File: config.mk
export PLATFORM = sky130hd
export DESIGN_NAME = rptr_sync_level
export DESIGN_NICKNAME = d
export VERILOG_FILES = /design/src/rtl/rptr_sync_level.sv
export SDC_FILE = /design/constraint.sdc
export NUM_CORES = 1
export LEC_CHECK = 0
export CAP_MARGIN = 10
export CORE_MARGIN = 5
export CORE_UTILIZATION = 48
export DETAILED_ROUTE_END_ITERATION = 16
export HOLD_SLACK_MARGIN = 0.1
export PLACE_DENSITY = 0.78
export SYNTH_ARGS = -nofsm -noshare
export SYNTH_HDL_FRONTEND = slang
export SYNTH_SLANG_ARGS = --single-unit
export TNS_END_PERCENT = 1
File: constraint.sdc
create_clock -name wclk -period 3.2 [get_ports wclk]
set_input_delay 0.48 -clock wclk [delete_from_list [all_inputs] [get_ports wclk]]
set_output_delay 0.48 -clock wclk [all_outputs]
set_load 0.02 [all_outputs]
File: src/rtl/rptr_sync_level.sv
// rptr_sync_level: write-domain read-pointer synchronizer with fill-level, watermark and sticky status
module rptr_sync_level #(
  parameter int ADDR_WIDTH  = 3,
  parameter int SYNC_STAGES = 2,
  parameter int AF_THRESH   = 6
) (
  input  logic                  wclk,
  input  logic                  rst_n,
  input  logic [ADDR_WIDTH:0]   rptr_gray,
  input  logic [ADDR_WIDTH:0]   wptr_gray,
  input  logic                  winc,
  input  logic                  full,
  input  logic                  clr_stat,
  output logic [ADDR_WIDTH:0]   rptr_sync,
  output logic [ADDR_WIDTH:0]   rbin_sync,
  output logic [ADDR_WIDTH:0]   wlevel,
  output logic                  almost_full,
  output logic [ADDR_WIDTH:0]   watermark,
  output logic                  overflow,
  output logic                  ptr_err
);
  localparam int PW = ADDR_WIDTH + 1;
  localparam logic [PW-1:0] DEPTH = PW'(1 << ADDR_WIDTH);
  localparam logic [PW-1:0] AF = PW'(AF_THRESH);

  function automatic logic [PW-1:0] g2b(input logic [PW-1:0] g);
    logic [PW-1:0] b;
    b = g;
    for (int i = PW - 2; i >= 0; i--) b[i] = b[i+1] ^ g[i];
    return b;
  endfunction

  logic [PW-1:0] sync_q [SYNC_STAGES];
  logic [PW-1:0] rptr_prev, wbin, level_nxt, diff;
  logic          multi_bit, set_ovf, set_err;

  // plain flop chain carrying the read pointer into wclk, cleared on reset
  always_ff @(posedge wclk or negedge rst_n) begin
    if (!rst_n) begin
      for (int i = 0; i < SYNC_STAGES; i++) sync_q[i] <= '0;
    end else begin
      sync_q[0] <= rptr_gray;
      for (int i = 1; i < SYNC_STAGES; i++) sync_q[i] <= sync_q[i-1];
    end
  end

  assign rptr_sync = sync_q[SYNC_STAGES-1];

  // pointer decode, modular level and integrity / overflow set conditions
  always_comb begin
    rbin_sync = g2b(rptr_sync);
    wbin      = g2b(wptr_gray);
    level_nxt = wbin - rbin_sync;
    diff      = rptr_sync ^ rptr_prev;
    multi_bit = |(diff & (diff - PW'(1)));
    set_ovf   = winc & full;
    set_err   = (level_nxt > DEPTH) | multi_bit;
  end

  // registered level/status; a set condition wins over a same-edge clear
  always_ff @(posedge wclk or negedge rst_n) begin
    if (!rst_n) begin
      rptr_prev   <= '0;
      wlevel      <= '0;
      almost_full <= 1'b0;
      watermark   <= '0;
      overflow    <= 1'b0;
      ptr_err     <= 1'b0;
    end else begin
      rptr_prev   <= rptr_sync;
      wlevel      <= level_nxt;
      almost_full <= level_nxt >= AF;
      watermark   <= (clr_stat || level_nxt > watermark) ? level_nxt : watermark;
      overflow    <= set_ovf | (overflow & ~clr_stat);
      ptr_err     <= set_err | (ptr_err & ~clr_stat);
    end
  end
endmodule
# After elaboration in Yosys (flattened, before gate mapping)
# Index checks and enable logic that the tools add are counted.
classes:
  n_lt_le_gt_ge: 3
  bitwise_logic: 15
  n_reduce_logical: 2
  addsub: 2
op_table:
  columns: ["operator", "count"]
  rows:
  - ["$xor A1 B1 Y1", 6]
  - ["$and A4 B4 Y4", 1]
  - ["$ge A4 B3 Y1 const B", 1]
  - ["$gt A4 B4 Y1", 1]
  - ["$gt A4 B4 Y1 const B", 1]
  - ["$reduce_or A4 Y1", 1]
  - ["$sub A4 B1 Y4 const B", 1]
  - ["$sub A4 B4 Y4", 1]
  - ["$xor A4 B4 Y4", 1]
  - ["$and A1 B1 Y1", 3]
  - ["$or A1 B1 Y1", 3]
  - ["$logic_or A1 B1 Y1", 1]
  - ["$not A1 Y1", 1]
word_totals:
  in_bits: 13
  regBits: 23
  elab_cells: 30
  out_inout_bits: 19

# Longest topological paths before layout
# Gate-level depths: netlist of the first run.
depth:
  depth_word: 7
  mapped_depth: 12
  mapped_depth_nobuf: 12

# Least setup slack after synthesis of the first run
# Ideal clock, no wire load.
synth_timing:
  path_type: "reg2reg"
  start: "register sync_q (netlist bit rptr_sync[1])"
  end: "register watermark[1]"
  t_required_ps: 3133
  arrival_time_ps: 3194
  setup_time_ps: 67
  path_stages_with_launch: 13
  path_buffers: 0
  path_slack_ps: -61
  period_less_slack_ps: 3261
  cell_sequence: "dfrtp_1 xnor3_2 xnor2_1 ha_1 xnor2_2 inv_1 ha_1 nor2b_1 o21ai_0 o31a_2 or4_1 o311a_1 nand3_2"
synth_via:
  elab_chain_cells: 5
synth_rtl:
  columns: ["element", "line_no", "rtl"]
  rows:
  - ["start: declaration", "33", "logic [PW-1:0] sync_q [SYNC_STAGES];"]
  - ["$xor A1 B1 Y1 * (2 in a row)", "29", "for (int i = PW - 2; i >= 0; i--) b[i] = b[i+1] ^ g[i];"]
  - ["named net rbin_sync[0]", "15", "output logic [ADDR_WIDTH:0] rbin_sync,"]
  - ["$sub A4 B4 Y4 *", "53", "level_nxt = wbin - rbin_sync;"]
  - ["named net level_nxt[1]", "34", "logic [PW-1:0] rptr_prev, wbin, level_nxt, diff;"]
  - ["$gt A4 B4 Y1", "73", "watermark <= (clr_stat || level_nxt > watermark) ? level_nxt : watermark;"]
  - ["$logic_or A1 B1 Y1", "73", null]
  - ["end signal: assignment", "73", null]
  - ["end: declaration", "18", "output logic [ADDR_WIDTH:0] watermark,"]
# Mark *: on every way through the listed nets, which the timed path passes. The rest lies on a longest branch.
# A chain may end at the register's enable or synchronous reset.

# Worst setup path after layout of the first run
layout_timing:
  start: "input port wptr_gray[1]"
  end: "register watermark[1]"
layout_via:
  elab_chain_cells: 5
layout_rtl:
  columns: ["element", "line_no", "rtl"]
  rows:
  - ["start: declaration", "10", "input logic [ADDR_WIDTH:0] wptr_gray,"]
  - ["$xor A1 B1 Y1 *", "29", null]
  - ["$xor A1 B1 Y1", "29", null]
  - ["$sub A4 B4 Y4 *", "53", null]
  - ["named net level_nxt[1]", "34", null]
  - ["$gt A4 B4 Y1", "73", null]
  - ["$logic_or A1 B1 Y1", "73", null]
# Marks and branches as above.

==> run summary, run 1 <==
status -> finished, final reports clean
CP Class -> input port to flip-flop
largest net degree at the start of global routing -> 24
Worst VDD drop -> 0.000702 V
Synth Cell Area -> 1260 sq um
top post-synthesis cells by area -> dfrtp_1 (45%), ha_1 (4.9%), xnor2_1 (3.5%)
Slew HR -> 32.5%
DRT Pass-1 Iters -> 4
die width -> 61.3 um
total grt overflow -> 0
number of routed nets with antenna violations -> 0
vias in the first global route -> 1016
Clock Tree Root -> clkbuf_4
Setup crit start kind -> input port
ANT cells -> 0
area grow syn2layout -> 39.3%
Vias -> 966
Die Span Y -> 61.3 um
Yosys warning count -> 0
Pleak -> 0.795 nW
final worst path period share -> 97.2%
Final Slew Violations -> 0
CP Capture Type -> flip-flop
starting DRC count in detailed routing -> 31
Critical Path Fanout Max -> 2
cell chain of the critical path -> clkdlybuf4s50_1 -> xor3_4 -> xnor2_2 -> ha_2 -> xnor2_2 -> inv_1 -> ha_4 -> nor2b_4 -> o21ai_2 -> o31a_2 -> or4_1 -> o311a_1 -> nand3_2
MaxCap Viol Count -> 0
placed cell areas -> 1680 sq um
H-tree levels -> 1
placed wire-length estimate -> 2200 um
most frequent CP cell -> xnor2_2
number of synthesized register bits -> 23
RSZ-0062 raised after global routing -> no
Tightest Pin Transition -> 1.01 ns
gr usage total -> 16.5%
post-synth cell types -> 41
CTS Sinks -> 23
antenna violations before repair -> 0
Vias per Instance -> 5.25
first-pass GRT wire length -> 4550 um
Worst Setup Slack, final -> 0.0883 ns
post-synthesis sequential area ratio -> 45.5%
Cells after Synth -> 109
WP data arrival -> 3.37 ns
Final #Nets -> 173
die footprint -> 3760 sq um
cts bufs inserted -> 3
Setup Skew -> 0.00160 ns
pre-CTS setup slack -> -0.362 ns
Core Area -> 2500 sq um
Critical Path RT -> 3.46 ns
WL final -> 2820 um
port buffer count -> 31
Initial Util -> 50.6%
Clock Latency Late Sink -> 0.31 ns
f_max -> 321 MHz
Synth top area share -> 45.5%
Remaining DRCs -> 0
Filler Cell Count -> 183
Crit path largest cell delay -> 0.51 ns
Hold-fix buffers, CTS -> 0
hold crit path type -> flip-flop to flip-flop
net count after synthesis -> 127
fraction of layout cells with a size suffix above 1 -> 24.0%
Final Non-Filler Cells -> 184
Site Rows -> 18
Final Hold Viols -> 0
mean area per synthesized cell -> 11.6 sq um
final RePlAce weighted congestion -> 0.883
I/O pin total -> 32
clock slew at reported path FFs -> 0.12 ns
final setup violating endpoints -> 0
Slowest-stage cell, CP -> xor3_4
placed insts -> 179
DR WL/cell -> 15.3 um
cell taking the most area after synthesis -> dfrtp_1
fin area -> 1760 sq um
min Tclk post-route -> 3.11 ns
CTS tree -> built
power density cells -> 787 nW/um^2
worst-case clock buffer depth -> 2
path summary, 6_finish.rpt:
check | to | slack, ns | depth (start not counted) | start
setup / recovery | watermark[1]$_DFFE_PN0P_ | 0.09 | 13 | wptr_gray[1]
hold / removal | rptr_sync[3]$_DFF_PN0_ | 0.36 | 0 | sync_q[7]$_DFF_PN0_
setup reg to reg | watermark[1]$_DFFE_PN0P_ | 0.31 | 12 | rptr_sync[1]$_DFF_PN0_
hold reg to reg | rptr_sync[3]$_DFF_PN0_ | 0.36 | 0 | sync_q[7]$_DFF_PN0_
max in group asynchronous | rptr_prev[2]$_DFF_PN0_ | 1.88 | 1 | rst_n
min in group asynchronous | sync_q[6]$_DFF_PN0_ | 0.71 | 1 | rst_n
worst max-delay path, delay by kind of cell:
family                   cells  cell delay [ns]
AND/OR/NAND/NOR              3             0.67
adder cells (fa/ha/maj)      2             0.48
XOR/XNOR                     3             0.81
AO/OA/AOI/OAI                3             0.34
buffers and inverters        2             0.57
synthesized netlist by cell type, drive strengths merged:
cell type   n
a21oi       2
o22ai       1
and2        2
o311a       1
a211oi      1
nor2        3
o2bb2a      1
ha          5
a221oi      1
xor3        1
o21a        2
dfrtp      23
mux2i       4
buf         6
nand2       6
or4b        1
o311ai      1
o31a        1
nor3        3
o31ai       1
or4         1
nor2b       3
maj3        1
a31oi       1
nand3       2
xor2        4
inv         9
or2         1
nand3b      1
or3         3
nand2b      1
o21ai       6
xnor2       7
xnor3       1
and3        1
o21bai      1
report_power, final:
part	switching, mW	internal, mW	total [mW]
clock network	0.0848	0.0487	0.133
logic	0.415	0.439	0.854
registers	0.0466	0.353	0.400
total	0.546	0.841	1.39
layout make-up:
class                   instances  area, sq um  share of cell area [%]
flip-flops and latches         23          576                    32.7
well taps                      30         37.5                    2.13
clock buffers                   4         26.3                    1.49
multi-input cells              71          658                    37.4
repair buffers                 47          430                    24.4
inverters                       9         33.8                    1.92
through the flow:
step	utilization [%]	power (mW)	hold slack [ns]	TNS [ns]
floorplan	-	0.848	0.184	0
global placement	67.4	1.16	0.332	-0.666
detailed placement	67.4	1.18	0.336	-1.05
CTS	68.6	1.33	0.364	0
global route	70.5	1.48	0.380	0
finish	70.5	1.39	0.361	0
logic make-up (layout without fill, tap and decap cells):
logic type | after synthesis | count (layout) | share of synthesized area (%)
XOR/XNOR | 13 | 13 | 13.7
adder cells (fa/ha/maj) | 6 | 6 | 5.74
flip-flops | 23 | 23 | 45.5
AO/OA/AOI/OAI | 20 | 20 | 12.3
multiplexers | 4 | 4 | 3.17
AND/OR/NAND/NOR | 28 | 28 | 13.1
buffers and inverters | 15 | 60 | 6.53
registers in the layout (all words and copies together), names as in the netlist:
signal,count
rptr_sync,4
watermark,4
wlevel,4
rptr_prev,4
ptr_err,1
sync_q,4
almost_full,1
overflow,1
placed cells by master, fill, tap and decap left out, drive strengths merged, types with 2 or more instances in the layout:
master and instances:
clkdlybuf4s50 31, nor2b 3, o21a 2, clkbuf 4, or3 3, nor2 3, nand3 2, nor3 3
ha 5, nand2 6, xor2 4, mux2i 4, inv 9, a21oi 2, dfrtp 23, o21ai 6
buf 16, xnor2 7, and2 2
routing by layer:
metal  up-vias  share of wire, %  GRT usage, %
li1        465                 -             -
met1       481                43          20.1
met2        18                52          28.7
met3         2               4.0          3.56
met4         0              0.60          6.06
met5         -                 0             0
timing repair:
action / CTS / global route
pin swaps: 0 / 3
resized for setup: 2 / 7
setup endpoints to repair: 2 / 2
buffers inserted: 0 / 1
Power figures use the tool's default switching activity.
==> inputs of run 2 (changes only) <==
--- a/config.mk
+++ b/config.mk
@@ -5,12 +5,14 @@
 export SDC_FILE = /design/constraint.sdc
 export NUM_CORES = 1
 export LEC_CHECK = 0
+export ABC_AREA = 1
 export CAP_MARGIN = 10
 export CORE_MARGIN = 5
-export CORE_UTILIZATION = 48
+export CORE_UTILIZATION = 47
 export DETAILED_ROUTE_END_ITERATION = 16
 export HOLD_SLACK_MARGIN = 0.1
 export PLACE_DENSITY = 0.78
+export SKIP_LAST_GASP = 1
 export SYNTH_ARGS = -nofsm -noshare
 export SYNTH_HDL_FRONTEND = slang
 export SYNTH_SLANG_ARGS = --single-unit
==> run 2 against run 1 <==
Against the previous run:
- clock power is 5% lower
- power is 31% lower
- sequential power down 7.0%
- wire length down 20%
- global-route usage decreased by 2.5 points
- cell count increased by 1.6%
- setup slack gained 0.26 ns
==> run summary, run 2 <==
status -> finished, final reports clean
synth cell count leaders -> nand2_1 (26), dfrtp_1 (23), inv_1 (16), nand2_2 (10)
Vias per Instance -> 4.74
Initial Util -> 48.7%
Synth top area share -> 47.7%
area grow syn2layout -> 29.8%
worst-case clock buffer depth -> 2
post-synth cell types -> 22
final RePlAce weighted congestion -> 0.735
net count after synthesis -> 142
grt met1 use -> 16.3%
cell taking the most area after synthesis -> dfrtp_1
combinational family with the most area after synthesis -> simple AND/OR/NAND/NOR gates
Compound-Gate Fraction of Synth Area -> 5.50%
hold crit path type -> flip-flop to flip-flop
clock slew at reported path FFs -> 0.12 ns
FFs w/ async S/R, synth -> 100%
GRT busiest layer -> met2
Remaining DRCs -> 0
XOR/XNOR Fraction of Synth Area -> 7.78%
met2 usage -> 26.3%
Critical Path RT -> 3.41 ns
Final Slew Violations -> 0
CP Class -> input port to flip-flop
setup tns final -> 0 ns
top post-synthesis cells by area -> dfrtp_1 (48%), nand2_1 (8.1%), ha_1 (5.2%)
Hold-fix buffers, CTS -> 0
cts bufs inserted -> 3
post-CTS setup buffer count -> 0
Core Area -> 2480 sq um
MaxCap Viol Count -> 0
number of synthesized register bits -> 23
WL final -> 2270 um
RSZ-0062 raised after global routing -> no
WP data arrival -> 3.05 ns
starting DRC count in detailed routing -> 31
Post-Synth Adder-Cell Area -> 5.19%
placed wire-length estimate -> 1870 um
fraction of layout cells with a size suffix above 1 -> 20.4%
Final Non-Filler Cells -> 187
Die Span Y -> 60.7 um
placed insts -> 183
grt met3 use -> 2.34%
H-tree levels -> 1
CTS tree -> built
antenna violations before repair -> 0
ANT cells -> 0
gr usage total -> 14.0%
first-pass GRT wire length -> 3940 um
I/O pin total -> 32
die width -> 60.7 um
Setup Skew -> 0.0124 ns
simple-gate share of the synthesized area -> 24.8%
Setup crit start kind -> input port
Final #Nets -> 176
leading cell type by number of instances after synthesis -> nand2_1
Clock Tree Root -> clkbuf_4
Worst Setup Slack, final -> 0.352 ns
CTS Sinks -> 23
Cells after Synth -> 124
Yosys warning count -> 0
DR WL/cell -> 12.1 um
post-synthesis sequential area ratio -> 47.7%
Site Rows -> 18
pre-CTS setup slack -> 0.0312 ns
register area -> 576 sq um
Multi-input gate area -> 522 sq um
Synth Cell Area -> 1210 sq um
final worst path period share -> 89.0%
Vias -> 886
Pleak -> 0.775 nW
port buffer count -> 31
CTS resizes -> 0
Critical Path Fanout Max -> 4
Final Hold Viols -> 0
Clock Latency Late Sink -> 0.30 ns
vias in the first global route -> 969
f_max -> 351 MHz
power density cells -> 609 nW/um^2
final setup violating endpoints -> 0
largest net degree at the start of global routing -> 24
mean area per synthesized cell -> 9.73 sq um
commonest non-fill, non-tap cell in the layout -> clkdlybuf4s50_1
most frequent cells in the layout -> clkdlybuf4s50_1 (31), nand2_1 (26), dfrtp_1 (23), inv_1 (16), nand2_2 (10)
DRT Pass-1 Iters -> 4
min Tclk post-route -> 2.85 ns
Tightest Pin Transition -> 0.970 ns
Post-synth EDFFs -> 0
mux cell area share after synthesis -> 0%
Slew HR -> 35.1%
Worst VDD drop -> 0.000486 V
total grt overflow -> 0
Filler Cell Count -> 224
number of routed nets with antenna violations -> 0
die footprint -> 3680 sq um
CP Capture Type -> flip-flop
Synth Flop Type -> dfrtp_1
[run 2: cells by family (layout without fill, tap and decap cells)]
group | after synthesis | in the layout
xor gates and xnor gates | 9 | 9
DFF | 23 | 23
and+or+nand+nor | 52 | 52
AOI/OAI and AO/OA | 11 | 11
adders and majority gates | 5 | 5
buffers and inverters | 24 | 57
[run 2: metal layers]
metal,vias up,part of all wire [%]
met2,22,53
li1,439,-
met4,0,0.84
met5,-,0
met1,423,41
met3,2,5.2
[run 2: worst max-delay path, stage by stage]
cell and delay, ns:
clkdlybuf4s50_1 0.56, inv_2 0.05, nand2_1 0.06, nand3_1 0.10, nand2_4 0.10, xor2_1 0.15
ha_1 0.24, xor2_2 0.19, ha_1 0.27, a21oi_1 0.14, a21oi_1 0.07, o21ai_2 0.13
nand2_1 0.07, a21oi_2 0.22, nand2_2 0.10, nand2_1 0.06, nand2_1 0.05
[run 2: worst paths after layout]
kind	depth (start not counted)	slack (ns)	start	end
hold reg to reg	0	0.36	sync_q[5]$_DFF_PN0_	rptr_sync[1]$_DFF_PN0_
setup reg to reg	17	0.41	rptr_sync[3]$_DFF_PN0_	watermark[2]$_DFFE_PN0P_
max in group asynchronous	1	1.90	rst_n	overflow$_DFF_PN0_
hold / removal	0	0.36	sync_q[5]$_DFF_PN0_	rptr_sync[1]$_DFF_PN0_
min in group asynchronous	1	0.71	rst_n	ptr_err$_DFF_PN0_
setup / recovery	17	0.35	wptr_gray[3]	watermark[2]$_DFFE_PN0P_
[run 2: stage by stage]
step | hold slack [ns] | total power [mW] | util [%] | area (sq um)
floorplan | 0.184 | 0.665 | - | 1210
global placement | 0.332 | 0.826 | 62.1 | 1540
detailed placement | 0.335 | 0.838 | 62.1 | 1540
CTS | 0.361 | 0.965 | 63.2 | 1570
global route | 0.377 | 1.02 | 63.2 | 1570
finish | 0.359 | 0.953 | 63.2 | 1570
[run 2: area by class of cell]
class	count	share of cell area (%)
flip-flops and latches	23	36.8
repair buffers	34	21.3
clock buffers	4	1.68
inverters	19	4.56
multi-input cells	77	33.3
well taps	30	2.40
[run 2: power by group]
group,switching [mW],internal [mW]
clock network,0.0775,0.0484
registers,0.0309,0.341
logic,0.252,0.203
total,0.361,0.592
